## src/rtl/instr_mem_loadable.sv

```systemverilog
// Word-addressed instruction memory with a registered fetch port and a runtime loader write channel.
// Defining INSTR_MEM_FETCH_COUNT_EN adds a saturating fetch_count output.
module instr_mem_loadable #(
  parameter int DATA_WIDTH = 32,
  parameter int DEPTH      = 32,
  parameter int ADDR_WIDTH = 5
) (
  input  logic                  clock,
  input  logic                  reset_n,
  input  logic                  fetch_valid,
  input  logic [ADDR_WIDTH-1:0] fetch_addr,
  output logic                  fetch_ready,
  output logic                  instr_valid,
  output logic [DATA_WIDTH-1:0] instruction,
  output logic                  addr_error,
  input  logic                  load_valid,
  input  logic [ADDR_WIDTH-1:0] load_addr,
  input  logic [DATA_WIDTH-1:0] load_data,
  input  logic                  load_done,
  output logic [ADDR_WIDTH:0]   load_count,
`ifdef INSTR_MEM_FETCH_COUNT_EN
  output logic [15:0]           fetch_count,
`endif
  output logic                  busy
);

  typedef enum logic {
    RUN  = 1'b0,
    LOAD = 1'b1
  } state_e;

  localparam logic [ADDR_WIDTH:0] DEPTH_L   = (ADDR_WIDTH+1)'(DEPTH);
  localparam logic [ADDR_WIDTH:0] COUNT_MAX = {1'b1, {ADDR_WIDTH{1'b0}}};

  // Contents are never reset; the all-zero (NOP) power-up image comes from device configuration.
  logic [DATA_WIDTH-1:0] mem_q [DEPTH];

  state_e                state_q, state_d;
  logic                  instr_valid_q, instr_valid_d;
  logic [DATA_WIDTH-1:0] instruction_q, instruction_d;
  logic                  addr_error_q, addr_error_d;
  logic [ADDR_WIDTH:0]   load_count_q, load_count_d;
  logic                  fetch_acc;
  logic                  fetch_in_range;
  logic                  load_in_range;
  logic                  mem_we;
`ifdef INSTR_MEM_FETCH_COUNT_EN
  logic [15:0]           fetch_count_q, fetch_count_d;
`endif

  // Next-state, fetch response and loader bookkeeping
  always_comb begin
    state_d        = state_q;
    instruction_d  = instruction_q;
    load_count_d   = load_count_q;
    // A pending load blocks fetch acceptance in the same cycle, so the loader always wins.
    fetch_ready    = (state_q == RUN) && !load_valid;
    fetch_acc      = fetch_valid && fetch_ready;
    fetch_in_range = {1'b0, fetch_addr} < DEPTH_L;
    load_in_range  = {1'b0, load_addr} < DEPTH_L;
    mem_we         = load_valid && load_in_range;
    instr_valid_d  = fetch_acc;
    addr_error_d   = (fetch_acc && !fetch_in_range) || (load_valid && !load_in_range);

    if (fetch_acc) begin
      if (fetch_in_range) begin
        instruction_d = mem_q[fetch_addr];
      end else begin
        instruction_d = {DATA_WIDTH{1'b0}};
      end
    end else begin
      instruction_d = instruction_q;
    end

    case (state_q)
      RUN: begin
        if (load_valid) begin
          state_d      = LOAD;
          load_count_d = load_in_range ? {{ADDR_WIDTH{1'b0}}, 1'b1} : {(ADDR_WIDTH+1){1'b0}};
        end else begin
          state_d      = RUN;
        end
      end
      LOAD: begin
        if (mem_we && (load_count_q != COUNT_MAX)) begin
          load_count_d = load_count_q + {{ADDR_WIDTH{1'b0}}, 1'b1};
        end else begin
          load_count_d = load_count_q;
        end
        if (load_done) begin
          state_d = RUN;
        end else begin
          state_d = LOAD;
        end
      end
      default: begin
        state_d = RUN;
      end
    endcase
  end

  // Control and response registers
  always_ff @(posedge clock or negedge reset_n) begin
    if (!reset_n) begin
      state_q       <= RUN;
      instr_valid_q <= 1'b0;
      instruction_q <= {DATA_WIDTH{1'b0}};
      addr_error_q  <= 1'b0;
      load_count_q  <= {(ADDR_WIDTH+1){1'b0}};
    end else begin
      state_q       <= state_d;
      instr_valid_q <= instr_valid_d;
      instruction_q <= instruction_d;
      addr_error_q  <= addr_error_d;
      load_count_q  <= load_count_d;
    end
  end

  // Loader write port into the storage array
  always_ff @(posedge clock) begin
    if (mem_we) begin
      mem_q[load_addr] <= load_data;
    end
  end

`ifdef INSTR_MEM_FETCH_COUNT_EN
  // Fetch counter: restarts at each new load session, saturates at all-ones
  always_comb begin
    if ((state_q == RUN) && load_valid) begin
      fetch_count_d = 16'h0000;
    end else if (fetch_acc && (fetch_count_q != 16'hFFFF)) begin
      fetch_count_d = fetch_count_q + 16'h0001;
    end else begin
      fetch_count_d = fetch_count_q;
    end
  end

  // Fetch counter register
  always_ff @(posedge clock or negedge reset_n) begin
    if (!reset_n) begin
      fetch_count_q <= 16'h0000;
    end else begin
      fetch_count_q <= fetch_count_d;
    end
  end

  assign fetch_count = fetch_count_q;
`endif

  assign instr_valid = instr_valid_q;
  assign instruction = instruction_q;
  assign addr_error  = addr_error_q;
  assign load_count  = load_count_q;
  assign busy        = (state_q == LOAD);

endmodule

```

## config.mk

```make
export PLATFORM = sky130hd
export DESIGN_NAME = instr_mem_loadable
export DESIGN_NICKNAME = d
export VERILOG_FILES = /design/src/rtl/instr_mem_loadable.sv
export SDC_FILE = /design/constraint.sdc
export NUM_CORES = 1
export LEC_CHECK = 0
export BUFFER_PORTS_ARGS = -buffer_cell sky130_fd_sc_hd__buf_2
export CORE_AREA = 2 2 358 360
export DETAILED_ROUTE_END_ITERATION = 16
export DIE_AREA = 0 0 360 362
export PLACE_DENSITY_LB_ADDON = 0.2
export SLEW_MARGIN = 20
export SYNTH_ARGS = -nofsm -noshare
export SYNTH_HDL_FRONTEND = slang
export SYNTH_SLANG_ARGS = --single-unit
```

## constraint.sdc

```tcl
create_clock -name clock -period 1.6 [get_ports clock]
set_clock_uncertainty 0.1 [all_clocks]
set_input_delay 0.32 -clock clock [delete_from_list [all_inputs] [get_ports clock]]
set_output_delay 0.32 -clock clock [all_outputs]
set_load 0.005 [all_outputs]
```

# Word level (Yosys, flattened, before mapping)
# Memory sizes are Yosys's and may differ from the RTL's. A register that Yosys moved wholly into a read port is not among the register bits.
# Index checks and enable logic that the tools add are counted.
# word_totals
n_memories	1
elab_cells	22
input_bits	47
ff_bits	8
ramBits	1024
output_inout_bits	42
# op_classes
n_eq_ne	3
addsub	1
muxes	7
bitwise_logic	1
n_reduce_logical	6
# mem_list
name	words	width	read_ports	rd_ports_with_merged_regs	wr	line_no	text
mem_q	32	32	1	1	1	36	logic [DATA_WIDTH-1:0] mem_q [DEPTH];
# ops
cell	n
$mux W6	2
$pmux W6 S2	1
$add A6 B1 Y6 const B	1
$ne A6 B6 Y1 const B	1
$logic_and A1 B1 Y1	3
$mux W1	3
$logic_not A1 Y1	2
$ne A2 B1 Y1 const B	1
$ne A2 B2 Y1 const B	1
$pmux W1 S2	1
$reduce_and A2 Y1	1
$not A1 Y1	1

# Longest topological paths before layout
# Gate-level depths: netlist (run 1).
# logic_depth
ltp_word	4
mapped_depth	8
mapped_depth_nobuf	6

# Least setup slack after synthesis (run 1)
# Ideal clock, no wire load.
# synth_timing
path_kind	input port to flip-flop
startpoint	input load_valid
endpoint	memory mem_q[12][0], enable pin
arrival_ns	2.523
t_required_ns	1.079
path_slack_ns	-1.444
cell_stages	5
n_path_buf	2
setup_ns	0.421
path_cell_list	clkbuf_1 inv_1 or3_1 clkbuf_1 nor2_1
# synth_between
elab_chain_len	2
# synth_rtl
item	line_no	text
start, declared	16	input logic load_valid,
$mux W1	121	if (mem_we) begin
$mux W1 (not written as such)	122	mem_q[load_addr] <= load_data;
end, declared	36	
# Every way passes these cells.

# Worst setup path after layout (run 1)
# layout_timing
startpoint	register state_q, in the netlist busy
endpoint	output fetch_ready
# layout_between
elab_chain_len	2
# layout_rtl
item	line_no	text
start, declared	38	state_e state_q, state_d;
start signal, assigned	111	state_q <= state_d;
$not A1 Y1	n/a	
$logic_and A1 B1 Y1	57	fetch_ready = (state_q == RUN) && !load_valid;
end, declared	12	output logic fetch_ready,
# Every way passes these cells.

==> flow_metrics.tcl, run 1 <==
set metrics [dict create \
    yosys-top-cells-area "edfxtp_1 74%, mux2i_1 12%, dfrtp_1 2.4%, a22oi_1 2.3%, a221oi_1 1.4%" \
    cts_tree "yes" \
    grt_pass1_wl_um 173300 \
    grt_max_degree 41 \
    hold_viol_final 0 \
    start_kind "register" \
    ir_worst_vdd_mv 0.8061 \
    synth_top_area_share_pct 74.33 \
    grt_antenna_before_repair 6 \
    rsz0062_at_grt "yes" \
    fin_util_pct 41.00 \
    cp_max_fo 2 \
    die-area_um2 130300 \
    drt_iter0_drc 1940 \
    min_period_ns 1.844 \
    outcome "finished with violations" \
    cts_inserted_buffers 110 \
    cellPowerDensity_nw_per_um2 1205 \
    yosysUniqueCellTypes 36 \
    arrival_ns 1.42 \
    nets 2701 \
    via_per_inst 5.155 \
    r2r_slack_ns -0.12 \
    synthCells 2213 \
    wl_per_cell_um 27.79 \
    design_area_um2 51950 \
    rr_worst_depth 8 \
    drv_cap 0 \
    netlist_area_um2 41370 \
    layout-drive-gt1-share_pct 26.89 \
    dpl_cell_area_um2 46910 \
    period_share_pct 115.2 \
    finalWirelength_um 122600 \
    setup_ws_ns -0.2436 \
    yosys.area.top_type "edfxtp_1" \
    clock_latency_ns 0.71 \
    fillers 11133 \
    worst_pin_slew_ns 0.5973 \
    core_um2 126700 \
    cp_common_cell "buf_6" \
    cts.clk_slew.worst_paths_ns 0.06 \
    cts.sinks 1064 \
    r2r-end "instruction[31]" \
    cpPeakStageDelay_ns 0.41 \
    slew_violations 0 \
    p_leak_nw 18.52 \
    endpoint "fetch_ready" \
    critPathSlowestCell "dfrtp_1" \
    critPathCaptureType "output pin" \
    io-pin-count 89 \
    clock.fmax_mhz 542.4 \
    setup_violations 72 \
    die_x_um 360 \
    worstSetupStartpoint "busy" \
    synthTopCellsByCount "1024 x edfxtp_1, 512 x mux2i_1, 129 x a22oi_1, 65 x a21oi_1" \
    async_flop_share_pct 3.759 \
    yosysMostFrequentCell "edfxtp_1" \
    cts-root-buf "clkbuf_16" \
    r2r_start "busy" \
    first_pass_iters 5 \
    synth_edf_count 1024 \
    crit_required_ns 1.18 \
    hpwl_um 71920 \
    path_class "reg -> out" \
    yosys_warnings 0 \
    grt_pass1_vias 23425 \
    grt.overflow.total 0 \
    area_growth_pct 25.58 \
    synth-seq-cells 1064 \
    grtUsageTotal_pct 18.54 \
    start_util_pct 32.65 \
    rows 131 \
    cts_max_level 3 \
    die_h_um 362 \
    io_buffer_count 87 \
    yosysSeqAreaShare_pct 76.75 \
    violations "setup timing" \
    hold_path_class "in -> reg" \
    remaining_drc_errors 0 \
    avgSynthCellArea_um2 18.69 \
    slew_headroom_pct 60.18 \
    ctsLongestPathBuffers 3 \
    num_vias 22748 \
    postRouteAntennaNets 0 \
    synth_flop_cell "edfxtp_1" \
    place_congestion 0.7765 \
    syn-num-nets 2262 \
    path_cells "nor2_4 > buf_6 > buf_6" \
]
## cells by family (layout without fill, tap and decap cells)
group                    Yosys count  after routing  synth area share [%]
AO/OA/AOI/OAI                    389            389                 7.625
XOR/XNOR                           4              4               0.08468
adder cells (fa/ha/maj)            2              2               0.06048
buffers and inverters            140            674                 2.011
flip-flops                      1064           1064                 76.75
multiplexers                     512            512                 12.39
other                              1              4              0.009065
AND/OR/NAND/NOR                  101            102                 1.074
## worst max-delay path: cells and delay by family (launching register included)
family                 cells  cell delay, ns
buffers and inverters      2            0.19
and+or+nand+nor            1            0.12
DFF                        1            0.41
## how the worst min path moves through the flow
stage | start | end | slack [ns] | cells after the start
after CTS | load_data[12] | mem_q[4][12] | 0.0003 | 1
after global placement | reset_n | instruction[19] | 0.27 | 2
final | load_data[14] | mem_q[18][14] | 0.05 | 1
after global routing | load_data[5] | mem_q[10][5] | 0.05 | 2
after detailed placement | reset_n | instruction[19] | 0.27 | 2
after floorplan | reset_n | busy | -0.08 | 0
## where the power goes
group	leakage [nW]	switching, mW	internal, mW
combinational	7.01	2.79	2.40
sequential	9.71	0.408	31.2
clock	1.81	10.6	15.3
## flip-flops by register name, indices dropped and copies added (netlist names)
| name | count |
|---|---|
| load_count | 6 |
| instr_valid | 1 |
| instruction | 32 |
| mem_q | 1024 |
| busy | 1 |
## metal layers
layer	track usage (%)	wire, um	share of wire, %
met1	25.09	54280	44
met2	31.61	60990	50
met3	2.355	5237	4.3
met4	4.655	2098	1.7
met5	0	13	0.011
## cells in the final DEF (no fill, tap or decap), types with 5 or more instances in the layout
master / instances
bufinv_16: 10
nor2_4: 34
o22ai_1: 25
dfrtp_2: 10
buf_6: 18
o41ai_2: 20
nand2_1: 16
o22ai_2: 7
nor2_1: 6
o41ai_4: 12
clkbuf_16: 114
buf_2: 74
clkinv_1: 15
clkbuf_1: 26
dlygate4sd3_1: 26
clkbuf_8: 16
clkinv_2: 19
nand2_2: 19
nand3b_1: 5
buf_4: 226
a221oi_2: 20
a21oi_1: 65
buf_16: 5
a221oi_1: 44
dfrtp_1: 30
a22oi_1: 129
edfxtp_1: 1024
mux2i_1: 512
buf_12: 109
a22o_1: 64
## stage by stage
step / setup slack (ns) / power (mW) / setup TNS, ns / cells / hold WS, ns
after floorplan: -0.5565 / 34.11 / -471.18 / 2213 / -0.07559
after global placement: -0.6937 / 36.39 / -318.77 / 4130 / 0.2707
after detailed placement: -0.6983 / 36.48 / -326.58 / 4130 / 0.2729
after CTS: -0.2839 / 62.87 / -7.860 / 4391 / 0.0002983
after global routing: -0.2874 / 64.67 / -8.294 / 4412 / 0.05181
final: -0.2436 / 62.60 / -5.332 / 4413 / 0.04918
## cell type report
class	count	area, um2	area share, %
Antenna cell	3	7.507	0.01445
Clock buffer	155	3146	6.055
Clock inverter	53	538.0	1.036
Inverter	4	15.01	0.02890
Multi-Input combinational cell	1010	9484	18.26
Sequential cell	1064	31760	61.14
Tap cell	1662	2079	4.003
Timing Repair Buffer	462	4920	9.470
## repair_timing
| item | in CTS | in global routing |
|---|---|---|
| hold buffers | 26 | 0 |
| endpoints found under the setup margin | 67 | 75 |
| buffers inserted | 23 | 22 |
| resized for setup | 58 | 57 |
| gates cloned | 5 | 2 |
| endpoints found under the hold margin | 694 | 0 |
| pin swaps | 29 | 18 |
(Power assumes the default switching activity.)
==> run 2: changes to the inputs <==
Settings changed: CORE_AREA 2 2 358 360 to 2 2 278 280, DIE_AREA 0 0 360 362 to 0 0 280 282.
==> run 2 against run 1 <==
Global-route usage up 8.9 points. Combinational power down 5.8%. The flow still finishes with violations (setup timing). Final cell count is 18% lower.
==> flow_metrics.tcl, run 2 (same netlist as run 1, synthesis figures left out) <==
set metrics [dict create \
    outcome "finished with violations" \
    violations "setup timing" \
    gr-usage-met2_pct 42.96 \
    hpwl_um 60360 \
    top_register "mem_q" \
    grtUsageTotal_pct 27.47 \
    final_common_cell "edfxtp_1" \
    tns_ns -1.284 \
    min_period_ns 1.775 \
    met3_usage_pct 6.049 \
    hold_slack_ns 0.03139 \
    nets 2608 \
    crit_required_ns 1.18 \
    setup_violations 29 \
    via_per_inst 6.339 \
    path_delay_family "flip-flops" \
    remaining_drc_errors 0 \
    largest_reg_flops 1024 \
    slew_violations 0 \
    rows 101 \
    use_met1_pct 39.41 \
    postRouteAntennaNets 0 \
    wl_per_cell_um 30.09 \
    fillers 4866 \
    cellPowerDensity_nw_per_um2 1208 \
    first_pass_iters 5 \
    num_vias 22971 \
    grt_pass1_wl_um 153800 \
    hold_viol_final 0 \
    p_leak_nw 18.06 \
    cts.clk_slew.worst_paths_ns 0.06 \
    final-seq-area_um2 31760 \
    cts_tree "yes" \
    critPathCaptureType "output pin" \
    area_growth_pct 21.63 \
    clock_latency_ns 0.67 \
    dp.cells 3390 \
    clock.fmax_mhz 563.4 \
    cp_max_fo 2 \
    finalWirelength_um 109000 \
    drt_iter0_drc 2721 \
    path_class "reg -> out" \
    core_um2 75700 \
    rsz0062_at_grt "yes" \
    power_mw 60.79 \
    r2r_slack_ns 0.01 \
    critPathSlowestCell "dfrtp_1" \
    io-pin-count 89 \
    grt.overflow.total 0 \
    cts.sinks 1064 \
    place_congestion 0.8220 \
    hold_path_class "in -> reg" \
    ctsLongestPathBuffers 3 \
    diodes 0 \
    layout-drive-gt1-share_pct 25.47 \
    die-area_um2 78960 \
    die_h_um 282 \
    grt_most_used_layer "met2" \
    worst_pin_slew_ns 0.5976 \
    cpPeakStageDelay_ns 0.39 \
    die_x_um 280 \
    grt_pass1_vias 22677 \
    multi_input_area_um2 9584 \
    arrival_ns 1.36 \
    path_cells "nor2_2 > buf_4 > buf_6" \
    start_kind "register" \
    cts_inserted_buffers 104 \
    final_cell_mix "1024 x edfxtp_1, 512 x mux2i_1, 158 x buf_4" \
    setup_ws_ns -0.1751 \
    io_buffer_count 87 \
    start_util_pct 54.65 \
    ir_worst_vdd_mv 0.8825 \
    cts_max_level 3 \
    finalNonFillerCells 3624 \
    slew_headroom_pct 60.16 \
    cts-root-buf "clkbuf_16" \
    grt_max_degree 41 \
    period_share_pct 110.9 \
    crit_buf_inv 2 \
    fin_util_pct 66.47 \
    drv_cap 0 \
    grt_antenna_before_repair 6 \
]
run 2: cell count changes in the layout (fill, tap and decap cells not counted), sizes merged:
cell         before  now
nand2            38   37
inv               7    6
dlygate4sd3      26    4
clkbuf          156  136
diode             3    0
clkinvlp          3    0
clkinv           37   45
buf             435  371
bufinv           10   11
run 2: report_power, final:
group          internal [mW]  switching (mW)
clock                   14.3            10.1
combinational           2.23            2.66
sequential              31.1           0.364
run 2: stage by stage:
| step | instance area (um2) | setup WS [ns] |
|---|---|---|
| 2_1_floorplan | 41650 | -0.5565 |
| 3_3_place_gp | 45780 | -0.6157 |
| 3_5_place_dp | 45780 | -0.6605 |
| 4_1_cts | 49840 | -0.2089 |
| 5_1_grt | 50320 | -0.2306 |
| 6_report | 50320 | -0.1751 |
run 2: layout make-up:
class | count | area share, %
Sequential cell | 1064 | 63.11
Multi-Input combinational cell | 1009 | 19.05
Timing Repair Buffer | 376 | 8.544
Clock buffer | 135 | 5.627
Tap cell | 978 | 2.432
Clock inverter | 58 | 1.211
Inverter | 4 | 0.02984
run 2: layer usage:
layer	wire length [um]	up-vias
met5	50	-
met1	45010	11919
met3	10190	203
met4	2774	8
li1	-	9764
met2	51000	1077
run 2: repair_timing:
item	4_1_cts	5_1_grt
setup endpoints to repair	49	75
hold buffers	4	0
buffers inserted	22	11
resized for setup	44	61
gates cloned	7	1
endpoints found under the hold margin	43	0
pin swaps	28	33
run 2: worst paths after layout:
check | from | to | cells after the start
setup / recovery | busy | fetch_ready | 3
hold / removal | load_data[25] | mem_q[30][25] | 1
setup reg to reg | busy | instruction[1] | 5
hold reg to reg | instruction[15] | instruction[15] | 2
max in group asynchronous | reset_n | instruction[1] | 3
min in group asynchronous | reset_n | instruction[6] | 3
==> run 3: changes to the inputs <==
Settings changed: ABC_AREA set to 1, CORE_AREA 2 2 278 280 to 2 2 283 285, DIE_AREA 0 0 280 282 to 0 0 285 287.
==> run 3 against run 2 <==
Largest power group unchanged. Combinational power increased by 3%. Sequential power about the same. Worst hold slack got worse by 0.0048 ns. Fmax decreased by 2.8%. First-iteration DRC count increased by 30%. Synthesized area increased by 3.9%. Critical endpoint unchanged. Count of clock-buffer cells in the layout increased by 5. Global-route usage increased by 2.3 points. The flow still finishes with violations (setup timing). Sequential cell count unchanged. Register-to-register slack improved by 0.02 ns. Clock power increased by 2%. Sequential share of layout area decreased by 1.2 points.
==> flow_metrics.tcl, run 3 <==
set metrics [dict create \
    synth-seq-cells 1064 \
    arrival_ns 1.41 \
    violations "setup timing" \
    cpPeakStageDelay_ns 0.39 \
    remaining_drc_errors 0 \
    clock.fmax_mhz 547.6 \
    yosysUniqueCellTypes 20 \
    grt_max_degree 52 \
    clock_latency_ns 0.67 \
    grt_pass1_wl_um 179000 \
    path_cells "nor2_2 > buf_4 > buf_6" \
    cts_inserted_buffers 106 \
    io_buffer_count 87 \
    dr.max_layer_used "met5" \
    cp_max_fo 2 \
    yosys_warnings 0 \
    cts-root-buf "clkbuf_16" \
    grt.overflow.total 0 \
    final_common_cell "nand2_1" \
    min_period_ns 1.826 \
    place_congestion 0.8249 \
    cts.clk_slew.worst_paths_ns 0.06 \
    slew_headroom_pct 61.09 \
    fillers 5804 \
    outcome "finished with violations" \
    start_util_pct 54.66 \
    largest_reg_flops 1024 \
    cts.sinks 1064 \
    crit_buf_inv 2 \
    slew_violations 0 \
    first_pass_iters 5 \
    p_int_mw 47.69 \
    postRouteAntennaNets 0 \
    wl_per_cell_um 24.26 \
    cellPowerDensity_nw_per_um2 1200 \
    grt_pass1_vias 27686 \
    num_vias 29332 \
    hold_viol_final 0 \
    via_per_inst 5.865 \
    power_frac_seq_pct 51.2 \
    synthTopCellsByCount "1351 x nand2_1, 1024 x edfxtp_1, 879 x nand3_1, 133 x buf_2, 51 x buf_6" \
    core_um2 78610 \
    cts_max_level 3 \
    drv_cap 0 \
    nets 3911 \
    yosys.area.top_type "edfxtp_1" \
    yosysSeqAreaShare_pct 73.90 \
    path_class "reg -> out" \
    p_leak_nw 19.06 \
    critPathCaptureType "output pin" \
    grt_antenna_before_repair 6 \
    drt_iter0_drc 3536 \
    die_x_um 285 \
    synth_top_area_share_pct 71.57 \
    cts_tree "yes" \
    synthCells 3593 \
    hold_slack_ns 0.02657 \
    netlist_area_um2 42970 \
    layout-drive-gt1-share_pct 15.32 \
    yosysMostFrequentCell "nand2_1" \
    syn-num-nets 3642 \
    ir_worst_vdd_mv 1.023 \
    setup_violations 29 \
    final_cell_mix "1349 x nand2_1, 1024 x edfxtp_1, 867 x nand3_1" \
    die_h_um 287 \
    path_delay_family "flip-flops" \
    ctsLongestPathBuffers 3 \
    io-pin-count 89 \
    crit_required_ns 1.18 \
    dr_wl_met3_um 10980 \
    r2r_slack_ns 0.03 \
    yosys-top-cells-area "edfxtp_1 72%, nand2_1 12%, nand3_1 10%, dfrtp_1 2.3%, buf_2 1.5%" \
    setup_ws_ns -0.2262 \
    fin_util_pct 65.22 \
    rsz0062_at_grt "yes" \
    wl_met2_um 57360 \
    die-area_um2 81800 \
    period_share_pct 114.1 \
    dpl_worst_slack_ns -0.3143 \
    worst_pin_slew_ns 0.5837 \
    p_sw_mw 13.84 \
    p_clk_share_pct 40.6 \
    synth_edf_count 1024 \
    rows 103 \
    p_sw_share_pct 22.50 \
    synth_flop_cell "edfxtp_1" \
    start_kind "register" \
    pwr-share-comb_pct 8.2 \
    finalWirelength_um 121300 \
    avgSynthCellArea_um2 11.96 \
    area_growth_pct 19.32 \
    hold_path_class "in -> reg" \
    hpwl_um 70560 \
    grtUsageTotal_pct 29.76 \
    wl_met1_um 48680 \
    critPathSlowestCell "dfrtp_1" \
    async_flop_share_pct 3.759 \
    top_register "mem_q" \
]
run 3: layer usage:
layer  GRT usage (%)  vias up
li1                -    13164
met2           47.45     1431
met1           41.82    14470
met4           10.93        6
met3           4.794      261
met5               0        -
run 3: final timing paths:
check                                      from              end  depth (start not counted)
worst max-delay path                       busy      fetch_ready                          3
min in group asynchronous               reset_n   instruction[5]                          3
worst max register to register             busy    load_count[3]                         10
worst min-delay path              load_data[18]    mem_q[12][18]                          1
max in group asynchronous               reset_n  instruction[18]                          3
worst min register to register  instruction[31]  instruction[31]                          2
run 3: final cells by class:
class | count | area, um2 | share of cell area, %
antenna | 3 | 7.507 | 0.01464
clock buffer | 140 | 2893 | 5.642
clock inverter | 54 | 594.3 | 1.159
inverter | 20 | 123.9 | 0.2416
multi-input combinational | 2284 | 10120 | 19.73
sequential | 1064 | 31760 | 61.95
tap | 1050 | 1314 | 2.562
timing repair buffer | 386 | 4457 | 8.693
run 3: kinds of logic (layout without fill, tap and decap cells):
family / count (synthesis) / count (layout) / share of synthesized area, %
other: 1 / 4 / 0.008728
DFF: 1064 / 1064 / 73.90
adders and majority gates: 2 / 2 / 0.05823
AOI/OAI and AO/OA: 7 / 7 / 0.08153
buffers and inverters: 245 / 600 / 3.509
and+or+nand+nor: 2274 / 2274 / 22.45
run 3: timing repair:
action | 4_1_cts | 5_1_grt
setup endpoints to repair | 40 | 46
buffers inserted | 17 | 8
hold endpoints to repair | 42 | 0
hold buffers | 3 | 0
pin swaps | 1 | 4
gates resized for setup | 31 | 9
run 3: power by group through the flow:
stage | Clock [mW] | Combinational (mW) | Sequential (mW)
final | 25.0 | 5.05 | 31.5
after global routing | 26.3 | 5.48 | 31.5
after CTS | 25.2 | 4.90 | 31.5
after detailed placement | 0 | 4.63 | 32.1
after global placement | 0 | 4.57 | 32.1
after floorplan | 0 | 2.35 | 31.9
run 3: stage by stage:
stage | instance area [um2] | cells | TNS (ns) | power, mW
CTS | 51160 | 4990 | -2.777 | 61.58
floorplan | 43370 | 3593 | -56.82 | 34.28
global route | 51270 | 5000 | -3.480 | 63.30
detailed placement | 47430 | 4777 | -106.73 | 36.69
global placement | 47430 | 4777 | -96.30 | 36.63
finish | 51270 | 5001 | -1.756 | 61.54
